[config.mk]
export PLATFORM = sky130hd
export DESIGN_NAME = exec_wb_stage
export DESIGN_NICKNAME = d
export VERILOG_FILES = /design/src/rtl/cpu_pkg.sv /design/src/rtl/mul_iter.sv /design/src/rtl/exec_wb_stage.sv
export SDC_FILE = /design/constraint.sdc
export NUM_CORES = 1
export LEC_CHECK = 0
export CAP_MARGIN = 20
export CORE_ASPECT_RATIO = 0.75
export CORE_MARGIN = 2
export CORE_UTILIZATION = 25
export DETAILED_ROUTE_END_ITERATION = 8
export PLACE_DENSITY = 0.51
export SETUP_SLACK_MARGIN = 0.4
export SLEW_MARGIN = 40
export SYNTH_ARGS = -nofsm -noshare
export SYNTH_HDL_FRONTEND = slang
export SYNTH_HIERARCHICAL = 1
export SYNTH_SLANG_ARGS = --single-unit
export TNS_END_PERCENT = 30
[constraint.sdc]
create_clock -name clk -period 4.7 [get_ports clk]
set_input_delay 0.47 -clock clk [delete_from_list [all_inputs] [get_ports clk]]
set_output_delay 0.47 -clock clk [all_outputs]
set_load 0.005 [all_outputs]
[src/rtl/cpu_pkg.sv]
// Shared types and constants for the execute/writeback stage and its helpers.
package cpu_pkg;

    localparam int DATA_W = 8;  // operand/result width, matches register file word
    localparam int AW     = 3;  // register index width; R0 reads as zero

    typedef enum logic [2:0] {
        OP_ADD = 3'b000,
        OP_SUB = 3'b001,
        OP_AND = 3'b010,
        OP_OR  = 3'b011,
        OP_XOR = 3'b100,
        OP_SHL = 3'b101,
        OP_SHR = 3'b110,
        OP_MUL = 3'b111
    } op_t;

    typedef enum logic {
        ST_IDLE = 1'b0,
        ST_MUL  = 1'b1
    } state_t;

endpackage

[src/rtl/mul_iter.sv]
// Iterative shift-add multiplier: one multiplier bit per cycle, DATA_W bits total.
// Bit 0 is folded in on the start edge, bits 1..DATA_W-1 on the following edges,
// so done is high in the cycle ending DATA_W edges after start.
module mul_iter
    import cpu_pkg::*;
(
    input  logic              clk,
    input  logic              rst_n,
    input  logic              start,
    input  logic [DATA_W-1:0] a,
    input  logic [DATA_W-1:0] b,
    output logic              done,
    output logic [DATA_W-1:0] prod_lo,
    output logic              hi_nz
);

    localparam int CNT_W = $clog2(DATA_W) + 1;

    logic [2*DATA_W-1:0] acc;
    logic [2*DATA_W-1:0] mcand;
    logic [DATA_W-1:0]   mult;
    logic [CNT_W-1:0]    cnt;
    logic                busy;

    // Shift-add datapath and iteration counter.
    // NOTE: all sequential state uses non-blocking assignments so every register
    // samples pre-edge values, independent of statement order.
    always_ff @(posedge clk or negedge rst_n) begin
        if (!rst_n) begin
            acc   <= '0;
            mcand <= '0;
            mult  <= '0;
            cnt   <= '0;
            busy  <= 1'b0;
        end else if (start) begin
            acc   <= b[0] ? {{DATA_W{1'b0}}, a} : '0;
            mcand <= {{(DATA_W-1){1'b0}}, a, 1'b0};
            mult  <= b >> 1;
            cnt   <= CNT_W'(DATA_W - 1);
            busy  <= 1'b1;
        end else if (busy) begin
            if (cnt == '0) begin
                busy <= 1'b0;
            end else begin
                acc   <= acc + (mult[0] ? mcand : '0);
                mcand <= mcand << 1;
                mult  <= mult >> 1;
                cnt   <= cnt - 1'b1;
            end
        end
    end

    assign done    = busy && (cnt == '0);
    assign prod_lo = acc[DATA_W-1:0];
    assign hi_nz   = |acc[2*DATA_W-1:DATA_W];

endmodule

[src/rtl/exec_wb_stage.sv]
// Execute/writeback stage: operand forwarding, single-cycle ALU, iterative
// multiply, and a one-cycle writeback register driving the register file.
module exec_wb_stage
    import cpu_pkg::*;
(
    input  logic              clk,
    input  logic              rst_n,
    input  logic              in_valid,
    output logic              in_ready,
    input  logic [2:0]        opcode,
    input  logic [AW-1:0]     rd,
    input  logic [AW-1:0]     rs1,
    input  logic [AW-1:0]     rs2,
    output logic [AW-1:0]     r_add1,
    output logic [AW-1:0]     r_add2,
    input  logic [DATA_W-1:0] r_data1,
    input  logic [DATA_W-1:0] r_data2,
    output logic              we,
    output logic [AW-1:0]     w_add,
    output logic [DATA_W-1:0] w_data,
    output logic              flag_z,
    output logic              flag_c
);

    state_t            state;
    op_t               op;
    logic              accept;
    logic              mul_start;
    logic              mul_done;
    logic              mul_hi_nz;
    logic [DATA_W-1:0] mul_lo;
    logic [AW-1:0]     mul_rd;
    logic [DATA_W-1:0] op_a;
    logic [DATA_W-1:0] op_b;
    logic [DATA_W-1:0] alu_res;
    logic              alu_c;
    logic              fin_valid;
    logic [AW-1:0]     fin_rd;
    logic [DATA_W-1:0] fin_res;
    logic              fin_c;

    assign op        = op_t'(opcode);
    assign in_ready  = (state == ST_IDLE);
    assign accept    = in_valid && in_ready;
    assign mul_start = accept && (op == OP_MUL);
    assign r_add1    = rs1;
    assign r_add2    = rs2;

    // The in-flight WB value has not reached the register file yet, so bypass it.
    // R0 never matches because we is never raised for w_add == 0.
    assign op_a = (we && (w_add == rs1)) ? w_data : r_data1;
    assign op_b = (we && (w_add == rs2)) ? w_data : r_data2;

    // Single-cycle ALU; carry is borrow for SUB and zero for logic/shift ops.
    // NOTE: every output of a combinational block gets a default first, so no
    // path through the case can leave a value held (no latch).
    always_comb begin
        alu_res = '0;
        alu_c   = 1'b0;
        unique case (op)
            OP_ADD: {alu_c, alu_res} = {1'b0, op_a} + {1'b0, op_b};
            OP_SUB: {alu_c, alu_res} = {1'b0, op_a} - {1'b0, op_b};
            OP_AND: alu_res = op_a & op_b;
            OP_OR:  alu_res = op_a | op_b;
            OP_XOR: alu_res = op_a ^ op_b;
            OP_SHL: alu_res = op_a << op_b[2:0];
            OP_SHR: alu_res = op_a >> op_b[2:0];
            OP_MUL: alu_res = '0;
        endcase
    end

    mul_iter u_mul (
        .clk     (clk),
        .rst_n   (rst_n),
        .start   (mul_start),
        .a       (op_a),
        .b       (op_b),
        .done    (mul_done),
        .prod_lo (mul_lo),
        .hi_nz   (mul_hi_nz)
    );

    // Select whichever instruction completes on this edge (never both at once,
    // since nothing is accepted while a multiply runs).
    always_comb begin
        fin_valid = 1'b0;
        fin_rd    = rd;
        fin_res   = alu_res;
        fin_c     = alu_c;
        if (state == ST_MUL) begin
            fin_valid = mul_done;
            fin_rd    = mul_rd;
            fin_res   = mul_lo;
            fin_c     = mul_hi_nz;
        end else if (accept && (op != OP_MUL)) begin
            fin_valid = 1'b1;
        end
    end

    // FSM: IDLE accepts, MUL waits for the multiplier and remembers rd.
    always_ff @(posedge clk or negedge rst_n) begin
        if (!rst_n) begin
            state  <= ST_IDLE;
            mul_rd <= '0;
        end else if (mul_start) begin
            state  <= ST_MUL;
            mul_rd <= rd;
        end else if ((state == ST_MUL) && mul_done) begin
            state  <= ST_IDLE;
        end
    end

    // WB register and flags: loaded for one cycle on completion; R0 writes are suppressed.
    always_ff @(posedge clk or negedge rst_n) begin
        if (!rst_n) begin
            we     <= 1'b0;
            w_add  <= '0;
            w_data <= '0;
            flag_z <= 1'b0;
            flag_c <= 1'b0;
        end else if (fin_valid) begin
            we     <= (fin_rd != '0);
            w_add  <= fin_rd;
            w_data <= fin_res;
            if (fin_rd != '0) begin
                flag_z <= (fin_res == '0);
                flag_c <= fin_c;
            end
        end else begin
            we <= 1'b0;
        end
    end

endmodule

==> flow_metrics.py <==
metrics = {
    "status": {
        "status": "complete, no violations",
    },
    "clock_tree": {
        "clkLatencyLatePin_ns": 0.34,
        "cts_tree": "built",
        "post_cts_buffers": 0,
        "htree_levels": 3,
        "path_clk_slew_ns": 0.06,
        "cts_buffers": 9,
        "clk_path_buf_depth": 2,
        "cts_resized": 0,
        "cts_hold_buffers": 0,
        "cts_root_buf": "clkbuf_16",
        "clock-sinks": 61,
    },
    "floorplanning": {
        "start_util_pct": 25.3,
        "dieArea_sq_mm": 0.0234,
        "pin_count": 52,
        "die_h_um": 133,
        "design.core.area_sq_mm": 0.0219,
        "die_x_um": 176,
        "rows": 47,
    },
    "logic_synthesis": {
        "synth.distinct_cells": 76,
        "yosysWarnings": 6,
        "synth_area_sq_mm": 0.00555,
        "syn_nets": 732,
        "seq_area_frac_synth_pct": 27.5,
        "synth_edf_count": 0,
        "synth_cells": 659,
        "ys_ff_latch": 61,
        "synthFlopType": "dfrtp_1",
        "synth.avg_cell_area_sq_um": 8.42,
        "async_reset_ff_share_pct": 100,
    },
    "flow_run": {
        "cap_violations": 0,
    },
    "setup_path": {
        "r2r_start": "w_add[0]",
        "critPathRequiredTime_ns": 4.93,
        "crit_path_start": "rs2[0]",
        "slowest_stage": "clkdlybuf4s50_1",
        "critPathMostFrequentCell": "xnor2_1",
        "crit_path_cell_trace": "clkdlybuf4s50_1 -> xnor2_1 -> nand4_4 -> mux2i_4 -> ha_1 -> nor2b_1 -> o21ai_0 -> a211o_1 -> nand2_1 -> a311oi_1 -> xnor2_1 -> nor2_1 -> o32a_1 -> o41ai_2",
        "crit_fanout": 9,
        "path_class": "in2reg",
        "max_stage_delay_ns": 0.43,
        "critPathLaunchType": "input pin",
        "cp-end-kind": "flip-flop",
        "crit_buf_inv": 1,
        "arrival_ns": 4.28,
        "path_delay_family": "compound AO/OA/AOI/OAI gates",
    },
    "routing": {
        "via_per_inst": 5.01,
        "dr.first_iter.drc_count": 454,
        "wl_per_cell_um": 17.7,
        "ant_nets": 0,
        "drt_drc_violations_left": 0,
        "num_vias": 5039,
        "routed_wl_um": 17800,
        "dr.pass1.iters": 5,
    },
    "placed_design": {
        "place_hpwl_um": 13700,
        "io_buffers": 51,
        "post_dp_cell_area_sq_mm": 0.00641,
        "routabilityCongestion": 0.935,
    },
    "layout": {
        "drive_gt1_share_pct": 11.4,
        "num-nets-final": 779,
        "final_cell_mix": "nand2_1 (71), a21oi_1 (61), dfrtp_1 (61), clkdlybuf4s50_1 (50), mux2i_1 (46)",
        "layout_commonest_cell": "nand2_1",
        "stdcell_area_sq_mm": 0.00673,
        "n_antenna_cell": 0,
        "area_growth_pct": 21.4,
    },
    "sta": {
        "period_minus_slack_ns": 4.04,
        "tightest_slew_ns": 0.803,
        "rsz0062_at_grt": "no",
        "slew_viol_final": 0,
        "hold_viol": 0,
        "fin_tns_setup_ns": 0,
        "relSlewSlack_pct": 46.3,
        "fmax_ghz": 0.247,
        "finalCritPeriodShare_pct": 86.0,
        "clock_skew_ns": 0.00886,
        "setup_viol": 0,
    },
    "pwr": {
        "p_leak_nw": 2.85,
        "cellPowerDensity_mw_per_mm2": 494,
        "ir_drop_uv": 344,
    },
    "global_routing": {
        "overflow": 0,
        "grt_max_degree": 58,
        "grt_pass1_wl_um": 28600,
        "grt.total_usage_pct": 15.7,
        "antenna_found_initial": 0,
        "grt_pass1_vias": 4971,
    },
    "hold_path": {
        "hold_path_class": "in2async",
    },
}
## metal layers
metal	global-route usage (%)	part of all wire, %
met1	24.7	54
met2	21.3	39
met3	3.68	6.2
met4	3.21	0.89
met5	0	0
## cell families after synthesis
kind of cell,after synthesis,synth area share [%]
AND/OR/NAND/NOR,196,17.5
buffers and inverters,87,7.40
multiplexers,62,12.1
adder cells (fa/ha/maj),42,9.88
flip-flops,61,27.5
AO/OA/AOI/OAI,189,22.1
XOR/XNOR,22,3.47
## cell usage after synthesis (6+ instances only)
| cell | count | area share [%] |
|---|---|---|
| nand2_1 | 72 | 4.9 |
| a21oi_1 | 61 | 5.5 |
| dfrtp_1 | 61 | 28 |
| mux2i_1 | 46 | 8.3 |
| ha_1 | 39 | 8.8 |
| inv_1 | 39 | 2.6 |
| nor2_1 | 38 | 2.6 |
| o21ai_0 | 32 | 2.9 |
| clkbuf_1 | 20 | 1.4 |
| o22ai_1 | 18 | 2.0 |
| xnor2_1 | 18 | 2.8 |
| and2_1 | 16 | 1.8 |
| buf_4 | 15 | 2.0 |
| nand3_1 | 12 | 1.1 |
| nor3_1 | 12 | 1.1 |
| mux2_2 | 10 | 2.0 |
| o21bai_1 | 8 | 1.1 |
| o221ai_1 | 8 | 1.3 |
| and3_1 | 7 | 0.79 |
| a21o_1 | 6 | 0.81 |
| a22oi_1 | 6 | 0.81 |
## area by class of cell
class                   count  area (sq um)
well taps                 294           368
flip-flops and latches     61          1530
repair buffers             80           723
inverters                  43           161
clock buffers               9           225
multi-input cells         511          3630
fillers                  2328         15200
clock inverters             7          98.8
## state kept, by name, summed over array words and instances, names as in the netlist
signal and count:
flag_z 1, u_mul/mult 7, u_mul/acc 16, w_data 8, w_add 3, we 1, flag_c 1, u_mul/busy 1
mul_rd 3, state 1, u_mul/mcand 15, u_mul/cnt 4
## power by group
part / internal, mW / switching (mW)
sequential: 0.722 / 0.212
clock: 0.467 / 0.260
combinational: 0.756 / 0.908
## final timing paths
path	endpoint	slack, ns	cells after the start
worst max register to register	flag_z	0.82	13
min in group clk	flag_z	0.50	2
worst min-delay path	u_mul/acc[13]	0.08	1
worst max-delay path	flag_z	0.66	14
worst min register to register	flag_z	0.50	2
max in group asynchronous	w_data[1]	3.64	2
## per-stage QoR
| step | setup slack, ns | util [%] | instances | power, mW | hold slack [ns] |
|---|---|---|---|---|---|
| after global routing | 0.419 | 30.7 | 1005 | 3.59 | 0.119 |
| after detailed placement | 0.354 | 29.2 | 989 | 2.58 | 0.457 |
| final | 0.658 | 30.7 | 1005 | 3.32 | 0.0792 |
| after floorplan | 1.09 | - | 659 | 2.13 | 0.174 |
| after CTS | 0.687 | 30.7 | 1005 | 3.33 | 0.0978 |
| after global placement | 0.415 | 29.2 | 989 | 2.58 | 0.456 |
Note: power is estimated with default switching activity, not from simulation.
